## config.mk

```make
export PLATFORM = sky130hd
export DESIGN_NAME = breath_led_multi
export DESIGN_NICKNAME = d
export VERILOG_FILES = /design/src/rtl/breath_led_multi.sv
export SDC_FILE = /design/constraint.sdc
export NUM_CORES = 1
export LEC_CHECK = 0
export BUFFER_PORTS_ARGS = -buffer_cell sky130_fd_sc_hd__buf_4
export CAP_MARGIN = 20
export CELL_PAD_IN_SITES_DETAIL_PLACEMENT = 0
export CELL_PAD_IN_SITES_GLOBAL_PLACEMENT = 1
export CORE_UTILIZATION = 48
export CTS_CLUSTER_DIAMETER = 120
export CTS_CLUSTER_SIZE = 16
export DETAILED_ROUTE_END_ITERATION = 16
export PLACE_DENSITY_LB_ADDON = 0.3
export SLEW_MARGIN = 0
export SYNTH_ARGS = -nofsm -noshare
export SYNTH_HDL_FRONTEND = slang
export SYNTH_SLANG_ARGS = --single-unit
```

## constraint.sdc

```tcl
create_clock -name clk -period 7.2 [get_ports clk]
set_input_delay 0.36 -clock clk [delete_from_list [all_inputs] [get_ports clk]]
set_output_delay 0.36 -clock clk [all_outputs]
set_load 0.005 [all_outputs]
```

## src/rtl/breath_led_multi.sv

```systemverilog
// Multi-channel breathing-LED driver: one shared prescaler/PWM/phase timebase feeding
// CH_NUM phase-shifted channels. Define BREATH_GAMMA_EN for a square-law duty curve.
module breath_led_multi #(
  parameter int CH_NUM      = 4,
  parameter int CLK_DIV     = 50,
  parameter int PWM_BITS    = 10,
  parameter int HOLD_FRAMES = 1
) (
  input  logic                  clk,
  input  logic                  rst_n,
  input  logic                  en,
  input  logic                  restart,
  input  logic [2*CH_NUM-1:0]   mode,
  output logic [CH_NUM-1:0]     led_o,
  output logic                  cycle_o
);

  localparam int PS_W  = (CLK_DIV > 1) ? $clog2(CLK_DIV) : 1;
  localparam int FR_W  = (HOLD_FRAMES > 1) ? $clog2(HOLD_FRAMES) : 1;
  localparam int POS_W = PWM_BITS + 1;

  localparam logic [PS_W-1:0] PS_LAST = PS_W'(CLK_DIV - 1);
  localparam logic [FR_W-1:0] FR_LAST = FR_W'(HOLD_FRAMES - 1);

  if (CH_NUM < 1 || CH_NUM > 16 || CLK_DIV < 1 || HOLD_FRAMES < 1 || PWM_BITS < 1) begin : g_bad_param
    $error("breath_led_multi: parameter out of range");
  end

  logic [PS_W-1:0]     prescaler;
  logic [PWM_BITS-1:0] pwm_cnt;
  logic [FR_W-1:0]     frame_cnt;
  logic [POS_W-1:0]    pos;

  logic tick;
  logic frame_end;
  logic step;
  logic [CH_NUM-1:0] led_next;

  assign tick      = (prescaler == PS_LAST);
  assign frame_end = tick && (&pwm_cnt);
  assign step      = frame_end && (frame_cnt == FR_LAST);

  // Shared timebase; restart clears it without pulsing cycle_o, even on a coincident wrap.
  always_ff @(posedge clk or negedge rst_n) begin
    if (!rst_n) begin
      prescaler <= '0;
      pwm_cnt   <= '0;
      frame_cnt <= '0;
      pos       <= '0;
      cycle_o   <= 1'b0;
    end else if (!en || restart) begin
      prescaler <= '0;
      pwm_cnt   <= '0;
      frame_cnt <= '0;
      pos       <= '0;
      cycle_o   <= 1'b0;
    end else begin
      prescaler <= tick ? '0 : prescaler + 1'b1;
      if (tick) begin
        pwm_cnt <= pwm_cnt + 1'b1;
      end
      if (frame_end) begin
        frame_cnt <= (frame_cnt == FR_LAST) ? '0 : frame_cnt + 1'b1;
      end
      if (step) begin
        pos <= pos + 1'b1;
      end
      cycle_o <= step && (&pos);
    end
  end

  for (genvar i = 0; i < CH_NUM; i++) begin : g_ch
    localparam logic [POS_W-1:0] OFF = POS_W'((i * (2 ** POS_W)) / CH_NUM);

    logic [POS_W-1:0]    phase;
    logic [PWM_BITS-1:0] tri_v;
    logic [PWM_BITS-1:0] duty;
    logic                drive;

    assign phase = pos + OFF;
    // Second half of the phase period mirrors the first to form the triangle.
    assign tri_v = phase[PWM_BITS] ? ~phase[PWM_BITS-1:0] : phase[PWM_BITS-1:0];

`ifdef BREATH_GAMMA_EN
    logic [2*PWM_BITS-1:0] sq;
    assign sq   = {{PWM_BITS{1'b0}}, tri_v} * {{PWM_BITS{1'b0}}, tri_v};
    assign duty = sq[2*PWM_BITS-1:PWM_BITS];
`else
    assign duty = tri_v;
`endif

    always_comb begin
      drive = 1'b0;
      case (mode[2*i +: 2])
        2'b00:   drive = 1'b0;
        2'b01:   drive = 1'b1;
        2'b10:   drive = (duty > pwm_cnt);
        default: drive = phase[PWM_BITS];
      endcase
    end

    assign led_next[i] = drive;
  end

  // Output register sees the pre-clear timebase on a restart cycle.
  always_ff @(posedge clk or negedge rst_n) begin
    if (!rst_n) begin
      led_o <= '0;
    end else if (!en) begin
      led_o <= '0;
    end else begin
      led_o <= led_next;
    end
  end

endmodule

```

==> run metrics, run 1 <==
clock sinks 32; R2R cell count 8; Seq/Total Area, Yosys 28.3%; proportion of layout cells with a drive suffix above 1 7.89%; clock skew 0.00597 ns; Resized Gates After CTS 0; Hold WC Path Type in2async; DP Cell Count 406; share of the synthesized area in the top cell type 28.3%; clock buffer depth 2; gpl congestion 0.806; Synth Area in XOR/XNOR 8.99%; Compound-Gate Fraction of Synth Area 14.2%; total power draw 351 µW; largest net degree at the start of global routing 33; main combinational cell family by area after synthesis simple AND/OR/NAND/NOR gates; CTS Hold Bufs 0; post-route ant nets 0; crit-path max FO 15; Crit Path Category reg2reg; global-route wire length before repair 11200 µm; CTS clk-pin slew, worst paths 0.07 ns; Internal 268 µW; via count of the first global-routing pass 2333; Yosys cell types 40; Overflow after GRT 0; worst vdd ir 0.0000914 V; critical path data arrival time 2.96 ns; setup TNS 0 ns; Critical Path End Type register; design area 3080 µm²; Synth area leader dfrtp_1; Pre-Repair DR Iteration Count 4; RSZ-0062 raised after global routing false; Root Driver clkbuf_8; Initial Util 50.7%; Most Crowded Layer GR met2; CP startpoint kind register; Post-Layout Cell Count 414; vias 2402; Post-CTS Setup Bufs 0; cells after synthesis 330; Hold WS 0.0164 ns; Synth Area in Adders 19.5%; Post-Syn Area 2830 µm²; Reg power frac 52.1%; Final Hold Fails 0; Clk pwr share 42.2%; area delta synth->final 9.07%; Die Y 78.7 µm; core box area 5570 µm²; worst skew pair latency 0.28 ns; Rows 27; mux contribution to synthesized area 0.708%; Top Ports 17; Req. time, crit path 7.35 ns; filler cell count 532; Setup WS pre-CTS 4.37 ns; Peak Freq 356 MHz; Slew Viols, Final 0; CTS H-tree lvls 2; post-route setup slack 4.39 ns; Pwr Density 114 nW/µm²; initial antenna violation count 0; post-DP HPWL 5000 µm; Psw 83.1 µW; met3 GRT Util 3.22%; dpl cell area 2990 µm²; status complete, no violations; CTS tree done; Synth area leaders dfrtp_1 28%, ha_1 19%, xnor2_1 5.6%; Switching Fraction 23.7%; CTS buffer count 5; Tcrit/Tclk final 39.0%; Logic pwr share 5.7%; final setup violation count 0; Relative slew margins 43.7%; Pleak 1.39 nW; Mean Syn Cell Area 8.57 µm²; Die Wd 78.7 µm; vias per cell 5.80; yosys warns 0; I/O Buffers 16; met2 usage 38.5%; GR Util met1 31.1%; Die ar. 6200 µm²; Tot GR Track Use 23.2%; maxcap violations 0; # DRC 0; min Tclk post-route 2.81 ns; Synth Area in Simple Gates 21.7%; ant diodes 0; post-synth net total 386; routed wire length 6490 µm; fin util 55.3%; routed len/inst 15.7 µm; Final Net Count 397; initial DRC count 93; Synth Register Bits 32; Slew @ Worst Pin 0.838 ns
==> cells in the mapped netlist <==
cell type	instances
and4_1	6
clkbuf_1	9
or4b_2	1
o311ai_0	2
nand4_1	12
nor4_1	5
or4_1	4
buf_2	2
o211ai_1	4
dfrtp_1	32
ha_1	44
nand4b_4	1
a31oi_1	2
inv_1	37
nand3_1	15
nand2b_1	6
nand2_1	23
o21a_1	1
xnor2_1	18
a41o_1	2
o41ai_1	3
nor4_2	1
buf_1	1
o31ai_1	2
a211oi_1	1
a2111oi_0	3
o221a_2	1
nor2_1	20
a21oi_1	20
mux2i_1	2
or3_1	6
nand4b_1	1
o21ai_0	14
nor3b_1	1
and3_1	1
a21o_1	7
nor2b_1	3
xor2_1	11
o21ai_1	1
nor3_1	5
==> worst paths after layout <==
kind	from	to	slack (ns)
worst max-delay path	pos[10]	led_o[1]	4.39
worst min-delay path	rst_n	led_o[1]	0.02
min in group clk	mode[4]	led_o[2]	0.33
worst min register to register	prescaler[0]	prescaler[0]	0.49
max in group asynchronous	rst_n	pos[10]	6.86
worst max register to register	pos[10]	led_o[1]	4.39
==> sequential cells by signal, summed over array words and instances (netlist names) <==
name       flops
cycle_o        1
pos           11
prescaler      6
led_o          4
pwm_cnt       10
==> area by class of cell <==
cell class	instances	area, µm²	area share [%]
timing repair buffer	16	120	3.90
clock inverter	1	7.51	0.244
tap	72	90.1	2.92
sequential	32	801	26.0
inverter	37	139	4.50
multi-input combinational	249	1840	59.7
clock buffer	7	86.3	2.80
==> kinds of logic (layout without fill, tap and decap cells) <==
logic type | after synthesis | in the layout
AOI/OAI and AO/OA | 63 | 63
and+or+nand+nor | 111 | 111
xor gates and xnor gates | 29 | 29
muxes | 2 | 2
buffers and inverters | 49 | 61
DFF | 32 | 32
adders and majority gates | 44 | 44
==> layout by cell type (no fill, tap or decap), types with 5 or more instances in the layout <==
cell      synthesis  final
xor2_1           11     11
inv_1            37     37
o21ai_0          14     14
or3_1             6      6
nor2_1           20     20
nand2_1          23     23
clkbuf_8          0      6
dfrtp_1          32     32
nand2b_1          6      6
a21o_1            7      7
xnor2_1          18     18
nand4_1          12     12
and4_1            6      6
a21oi_1          20     20
nand3_1          15     15
nor3_1            5      5
nor4_1            5      5
buf_4             0     16
ha_1             44     44
==> layer usage <==
metal | wire [µm] | up-vias
li1 | - | 1210
met1 | 3150 | 1136
met2 | 2990 | 44
met5 | 0 | -
met4 | 119 | 0
met3 | 224 | 12
==> power groups by stage <==
stage,Combinational (mW),Sequential [mW],Clock [mW]
floorplan,0.00730,0.186,0
global placement,0.0204,0.186,0
detailed placement,0.0206,0.186,0
CTS,0.0206,0.183,0.153
global route,0.0228,0.183,0.161
finish,0.0200,0.183,0.148
==> worst max-delay path: stages (launching register included) <==
cell and delay, ns:
dfrtp_1 0.73, xor2_1 0.33, xnor2_1 0.22, inv_1 0.08, ha_1 0.30, a21o_1 0.19, a21o_1 0.17, a2111oi_0 0.50
o21ai_0 0.17
No activity file was read; power rests on OpenSTA's default activity.
==> run 2: changes to the inputs <==
--- a/config.mk
+++ b/config.mk
@@ -9,7 +9,7 @@
 export CAP_MARGIN = 20
 export CELL_PAD_IN_SITES_DETAIL_PLACEMENT = 0
 export CELL_PAD_IN_SITES_GLOBAL_PLACEMENT = 1
-export CORE_UTILIZATION = 48
+export CORE_UTILIZATION = 47
 export CTS_CLUSTER_DIAMETER = 120
 export CTS_CLUSTER_SIZE = 16
 export DETAILED_ROUTE_END_ITERATION = 16
==> constraint.sdc (replaced) <==
create_clock -name clk -period 2.9 [get_ports clk]
set_input_delay 0.145 -clock clk [delete_from_list [all_inputs] [get_ports clk]]
set_output_delay 0.145 -clock clk [all_outputs]
set_load 0.005 [all_outputs]
==> run metrics, run 2 (synthesis results as in run 1) <==
Slew @ Worst Pin 0.793 ns (was 0.838 ns); clock sinks 32 (unchanged); clock buffer depth 2 (unchanged); Top Ports 17 (unchanged); Req. time, crit path 3.06 ns (was 7.35 ns); area of the multi-input gates 1840 µm² (unchanged); vias 2399 (was 2402); routed len/inst 15.4 µm (was 15.7 µm); Root Driver clkbuf_8 (unchanged); Crit Path Category reg2reg (unchanged); CTS H-tree lvls 2 (unchanged); area delta synth->final 10.0% (was 9.07%); gpl congestion 0.824 (was 0.806); largest net degree at the start of global routing 33 (unchanged); Final Hold Fails 0 (unchanged); I/O Buffers 16 (unchanged); highest metal layer with signal wires met4 (unchanged); Relative slew margins 47.0% (was 43.7%); Slew Viols, Final 0 (unchanged); worst vdd ir 0.000237 V (was 0.0000914 V); filler cell count 528 (was 532); via count of the first global-routing pass 2135 (was 2333); ant diodes 0 (unchanged); Die Y 79.6 µm (was 78.7 µm); CP startpoint pos[10] (unchanged); core box area 5640 µm² (was 5570 µm²); initial DRC count 128 (was 93); critical path data arrival time 2.76 ns (was 2.96 ns); Tot GR Track Use 22.2% (was 23.2%); fin util 55.1% (was 55.3%); global-route wire length before repair 10700 µm (was 11200 µm); largest registers pos (11), pwm_cnt (10), prescaler (6) (unchanged); routed wire length 6430 µm (was 6490 µm); Initial Util 50.1% (was 50.7%); Tcrit/Tclk final 89.8% (was 39.0%); CTS clk-pin slew, worst paths 0.07 ns (about the same); setup TNS 0 ns (unchanged); Largest register FFs 11 (unchanged); CP startpoint kind register (unchanged); post-route ant nets 0 (unchanged); launch point of the worst reg-to-reg path pos[10] (unchanged); worst skew pair latency 0.29 ns (was 0.28 ns); Metal-1 WL 3190 µm (was 3150 µm); # DRC 0 (unchanged); CTS buffer count 5 (unchanged); Biggest register pos (unchanged); Pre-Repair DR Iteration Count 4 (unchanged); vias per cell 5.74 (was 5.80); Met3 Wirelength 274 µm (was 224 µm); CTS tree done (unchanged); Peak Freq 384 MHz (was 356 MHz); post-DP HPWL 5040 µm (was 5000 µm); crit-path max FO 15 (unchanged); Pleak 1.42 nW (was 1.39 nW); Pwr Density 273 nW/µm² (was 114 nW/µm²); Storage cell area 802 µm² (was 801 µm²); min Tclk post-route 2.60 ns (was 2.81 ns); Critical Path End Type register (unchanged); RSZ-0062 raised after global routing false (unchanged); Rows 27 (unchanged); commonest non-fill, non-tap cell in the layout ha_1 (unchanged); total length of routed met2 wires 2830 µm (was 2990 µm); status complete, no violations (unchanged); worst hold start mode[4]; clock skew 0.00546 ns (was 0.00597 ns); Overflow after GRT 0 (unchanged); Die Wd 79.6 µm (was 78.7 µm); Die ar. 6330 µm² (was 6200 µm²); most frequent cells in the layout 44 x ha_1, 37 x inv_1, 31 x dfrtp_1 (was 44 x ha_1, 37 x inv_1, 32 x dfrtp_1); proportion of layout cells with a drive suffix above 1 9.25% (was 7.89%); Final Net Count 401 (was 397); final setup violation count 0 (unchanged); maxcap violations 0 (unchanged); Hold WC Path Type in2reg (was in2async); initial antenna violation count 0 (unchanged)
==> run 2: cell count changes in the layout (fill, tap and decap cells not counted), sizes merged <==
| cell | previous run | this run |
|---|---|---|
| clkbuf | 7 | 5 |
| buf | 16 | 19 |
| clkinv | 0 | 3 |
| clkinvlp | 1 | 0 |
| dlygate4sd3 | 0 | 1 |
==> run 2: area by class of cell <==
cell class,instances,share of cell area (%)
repair buffers,20,4.91
clock inverters,3,0.603
multi-input cells,249,59.1
well taps,72,2.90
clock buffers,5,2.21
flip-flops and latches,32,25.8
inverters,37,4.47
==> run 2: metal layers <==
metal,up-vias,GRT usage [%]
met5,-,0
met4,0,7.45
met3,12,4.23
met2,60,33.9
met1,1116,31.2
li1,1211,-
==> run 2: worst max-delay path, cell delays in order (launching register included) <==
cell       delay, ns
dfrtp_2         0.59
xor2_1          0.35
xnor2_1         0.21
inv_1           0.07
ha_1            0.30
a21o_1          0.18
a21o_1          0.17
a2111oi_0       0.45
o21ai_0         0.15
==> run 2: through the flow <==
| stage | hold slack, ns | setup slack [ns] | power [mW] | cell area [µm²] | cells |
|---|---|---|---|---|---|
| after floorplan | -0.151 | 0.332 | 0.480 | 2830 | 330 |
| after global placement | 0.121 | 0.155 | 0.512 | 3010 | 409 |
| after detailed placement | 0.121 | 0.115 | 0.513 | 3010 | 409 |
| after CTS | 0.0888 | 0.100 | 0.864 | 3110 | 418 |
| after global routing | 0.103 | 0.0574 | 0.891 | 3110 | 418 |
| final | 0.0943 | 0.297 | 0.848 | 3110 | 418 |
==> run 2: path summary, 6_finish.rpt <==
kind	cells after the start	to	slack, ns
worst max-delay path	8	led_o[1]	0.30
worst min-delay path	3	led_o[2]	0.09
worst max register to register	8	led_o[1]	0.30
worst min register to register	1	prescaler[0]	0.49
max in group asynchronous	2	pos[10]	2.22
min in group asynchronous	2	led_o[1]	0.34
==> run 2: repair_timing <==
item | CTS | global route
endpoints found under the hold margin | 32 | 0
endpoints found under the setup margin | 0 | 1
hold buffers | 1 | 0
resized for setup | 0 | 1
setup buffers | 0 | 0
==> run 2: report_power, final <==
| group | switching [mW] | total, mW | internal (mW) | leakage [nW] |
|---|---|---|---|---|
| combinational | 0.0295 | 0.0508 | 0.0213 | 0.930 |
| sequential | 0.00225 | 0.453 | 0.451 | 0.439 |
| clock | 0.177 | 0.344 | 0.167 | 0.0479 |
==> run 3: changes to the inputs <==
==> constraint.sdc (replaced) <==
create_clock -name clk -period 2.72 [get_ports clk]
set_input_delay 0.136 -clock clk [delete_from_list [all_inputs] [get_ports clk]]
set_output_delay 0.136 -clock clk [all_outputs]
set_load 0.005 [all_outputs]
==> run metrics, run 3 (synthesis results as in run 1) <==
status complete, no violations (unchanged); Hold WC Path Type in2reg (unchanged); Hold EP led_o[2] (unchanged); final setup violation count 0 (unchanged); maxcap violations 0 (unchanged); Pre-Repair DR Iteration Count 4 (unchanged); clock skew 0.0102 ns (was 0.00546 ns); # DRC 0 (unchanged); ant diodes 0 (unchanged); fin util 56.3% (was 55.1%); Final Net Count 403 (was 401); Tot GR Track Use 22.8% (was 22.2%); crit-path max FO 11 (was 15); via count of the first global-routing pass 2314 (was 2135); Slew @ Worst Pin 0.852 ns (was 0.793 ns); Logic pwr share 5.2% (was 6.0%); post-route ant nets 0 (unchanged); Die Wd 79.6 µm (unchanged); vias per cell 5.75 (was 5.74); Crit Reg-Reg Endpoint led_o[1] (unchanged); Switching Fraction 21.0% (was 24.6%); post-DP HPWL 5100 µm (was 5040 µm); slowest CP cell or4b_2 (was dfrtp_2); Top Ports 17 (unchanged); Clk pwr share 48.6% (was 40.6%); global-route wire length before repair 11300 µm (was 10700 µm); CP startpoint pos[10] (unchanged); R2R cell count 8 (unchanged); post-route setup slack 0.224 ns (was 0.297 ns); commonest non-fill, non-tap cell in the layout ha_1 (unchanged); Initial Util 50.1% (unchanged); initial DRC count 134 (was 128); Setup WS pre-CTS -0.123 ns (was 0.115 ns); CTS tree done (unchanged); Die Y 79.6 µm (unchanged); routed len/inst 15.5 µm (was 15.4 µm); Psw 220 µW (was 209 µW); largest registers pos (11), pwm_cnt (10), prescaler (6) (unchanged); Critical Path End Type register (unchanged); Hold Crit Depth 3 (unchanged); CTS H-tree lvls 2 (unchanged); gpl congestion 0.806 (was 0.824); Pleak 1.44 nW (was 1.42 nW); Pwr Density 329 nW/µm² (was 273 nW/µm²); Slew Viols, Final 0 (unchanged); Die ar. 6330 µm² (unchanged); Relative slew margins 43.1% (was 47.0%); design area 3180 µm² (was 3110 µm²); CP startpoint kind register (unchanged); worst skew pair latency 0.29 ns (about the same); delay of the slowest critical-path stage 0.58 ns (was 0.59 ns); Final Hold Fails 0 (unchanged); routed wire length 6490 µm (was 6430 µm); Hold WS 0.0872 ns (was 0.0943 ns); setup TNS 0 ns (unchanged); critical-path cell list xor2_1 -> xnor2_1 -> inv_1 -> ha_1 -> nand4_1 -> o211ai_1 -> or4b_2 -> o21ai_0 (was xor2_1 -> xnor2_1 -> inv_1 -> ha_1 -> a21o_1 -> a21o_1 -> a2111oi_0 -> o21ai_0); total power draw 1.05 mW (was 848 µW); worst hold start mode[4] (unchanged); core box area 5640 µm² (unchanged); CTS clk-pin slew, worst paths 0.08 ns (was 0.07 ns); Post-Layout Cell Count 420 (was 418); launch point of the worst reg-to-reg path pos[10] (unchanged); Reg power frac 46.2% (was 53.4%); critical path data arrival time 2.71 ns (was 2.76 ns); clock sinks 32 (unchanged); vias 2417 (was 2399); clock buffer depth 2 (unchanged); Peak Freq 401 MHz (was 384 MHz); DP Cell Count 411 (was 409); dpl cell area 3030 µm² (was 3010 µm²); worst vdd ir 0.000315 V (was 0.000237 V); Post-CTS Setup Bufs 0 (unchanged); r2r setup slk 0.22 ns (was 0.30 ns); most frequent cells in the layout 44 x ha_1, 37 x inv_1, 31 x dfrtp_1 (unchanged); Largest register FFs 11 (unchanged); initial antenna violation count 0 (unchanged); Biggest register pos (unchanged); Internal 827 µW (was 639 µW); Rows 27 (unchanged); Root Driver clkbuf_8 (unchanged); CTS buffer count 5 (unchanged); Crit Path Category reg2reg (unchanged); largest net degree at the start of global routing 33 (unchanged); Tcrit/Tclk final 91.8% (was 89.8%); proportion of layout cells with a drive suffix above 1 10.3% (was 9.25%); area delta synth->final 12.4% (was 10.0%); min Tclk post-route 2.50 ns (was 2.60 ns); I/O Buffers 16 (unchanged); RSZ-0062 raised after global routing false (unchanged); Req. time, crit path 2.93 ns (was 3.06 ns); Overflow after GRT 0 (unchanged)
[run 3: cell type report]
cell class,instances,area [µm²]
Fill cell,523,2460
Multi-Input combinational cell,249,1850
Sequential cell,32,802
Timing Repair Buffer,22,168
Inverter,37,139
Clock buffer,7,96.3
Tap cell,72,90.1
Clock inverter,1,30.0
[run 3: critical path: cells and delay by family, from the launching register on]
| family | cells | cell delay, ns |
|---|---|---|
| simple gates | 2 | 0.71 |
| fa+ha+maj | 1 | 0.29 |
| buf+inv | 1 | 0.07 |
| compound gates | 2 | 0.27 |
| flops | 1 | 0.53 |
| xor+xnor | 2 | 0.55 |
[run 3: how the worst max path moves through the flow]
| stage | end | cells past startpoint | slack (ns) |
|---|---|---|---|
| 2_1_floorplan | led_o[1] | 10 | 0.15 |
| 3_3_place_gp | led_o[2] | 9 | -0.11 |
| 3_5_place_dp | led_o[2] | 9 | -0.12 |
| 4_1_cts | led_o[2] | 9 | 0.1 |
| 5_1_grt | led_o[2] | 9 | 0.008 |
| 6_report | led_o[1] | 8 | 0.22 |
[run 3: power by group through the flow]
stage | Combinational, mW | Sequential, mW | Clock [mW]
after floorplan | 0.0193 | 0.493 | 0
after global placement | 0.0539 | 0.492 | 0
after detailed placement | 0.0546 | 0.492 | 0
after CTS | 0.0560 | 0.483 | 0.521
after global routing | 0.0628 | 0.483 | 0.547
final | 0.0546 | 0.483 | 0.508
[run 3: layer usage]
layer | share of wire, % | up-vias | global-route usage [%]
met4 | 1.3 | 0 | 6.55
met3 | 2.6 | 11 | 3.89
met2 | 47 | 37 | 36.6
met5 | 0 | - | 0
met1 | 49 | 1153 | 31.3
li1 | - | 1216 | -
[run 3: timing repair]
item,4_1_cts,5_1_grt
endpoints found under the setup margin,1,2
gates cloned,0,0
endpoints found under the hold margin,32,0
gates resized for setup,2,2
hold buffers,1,0
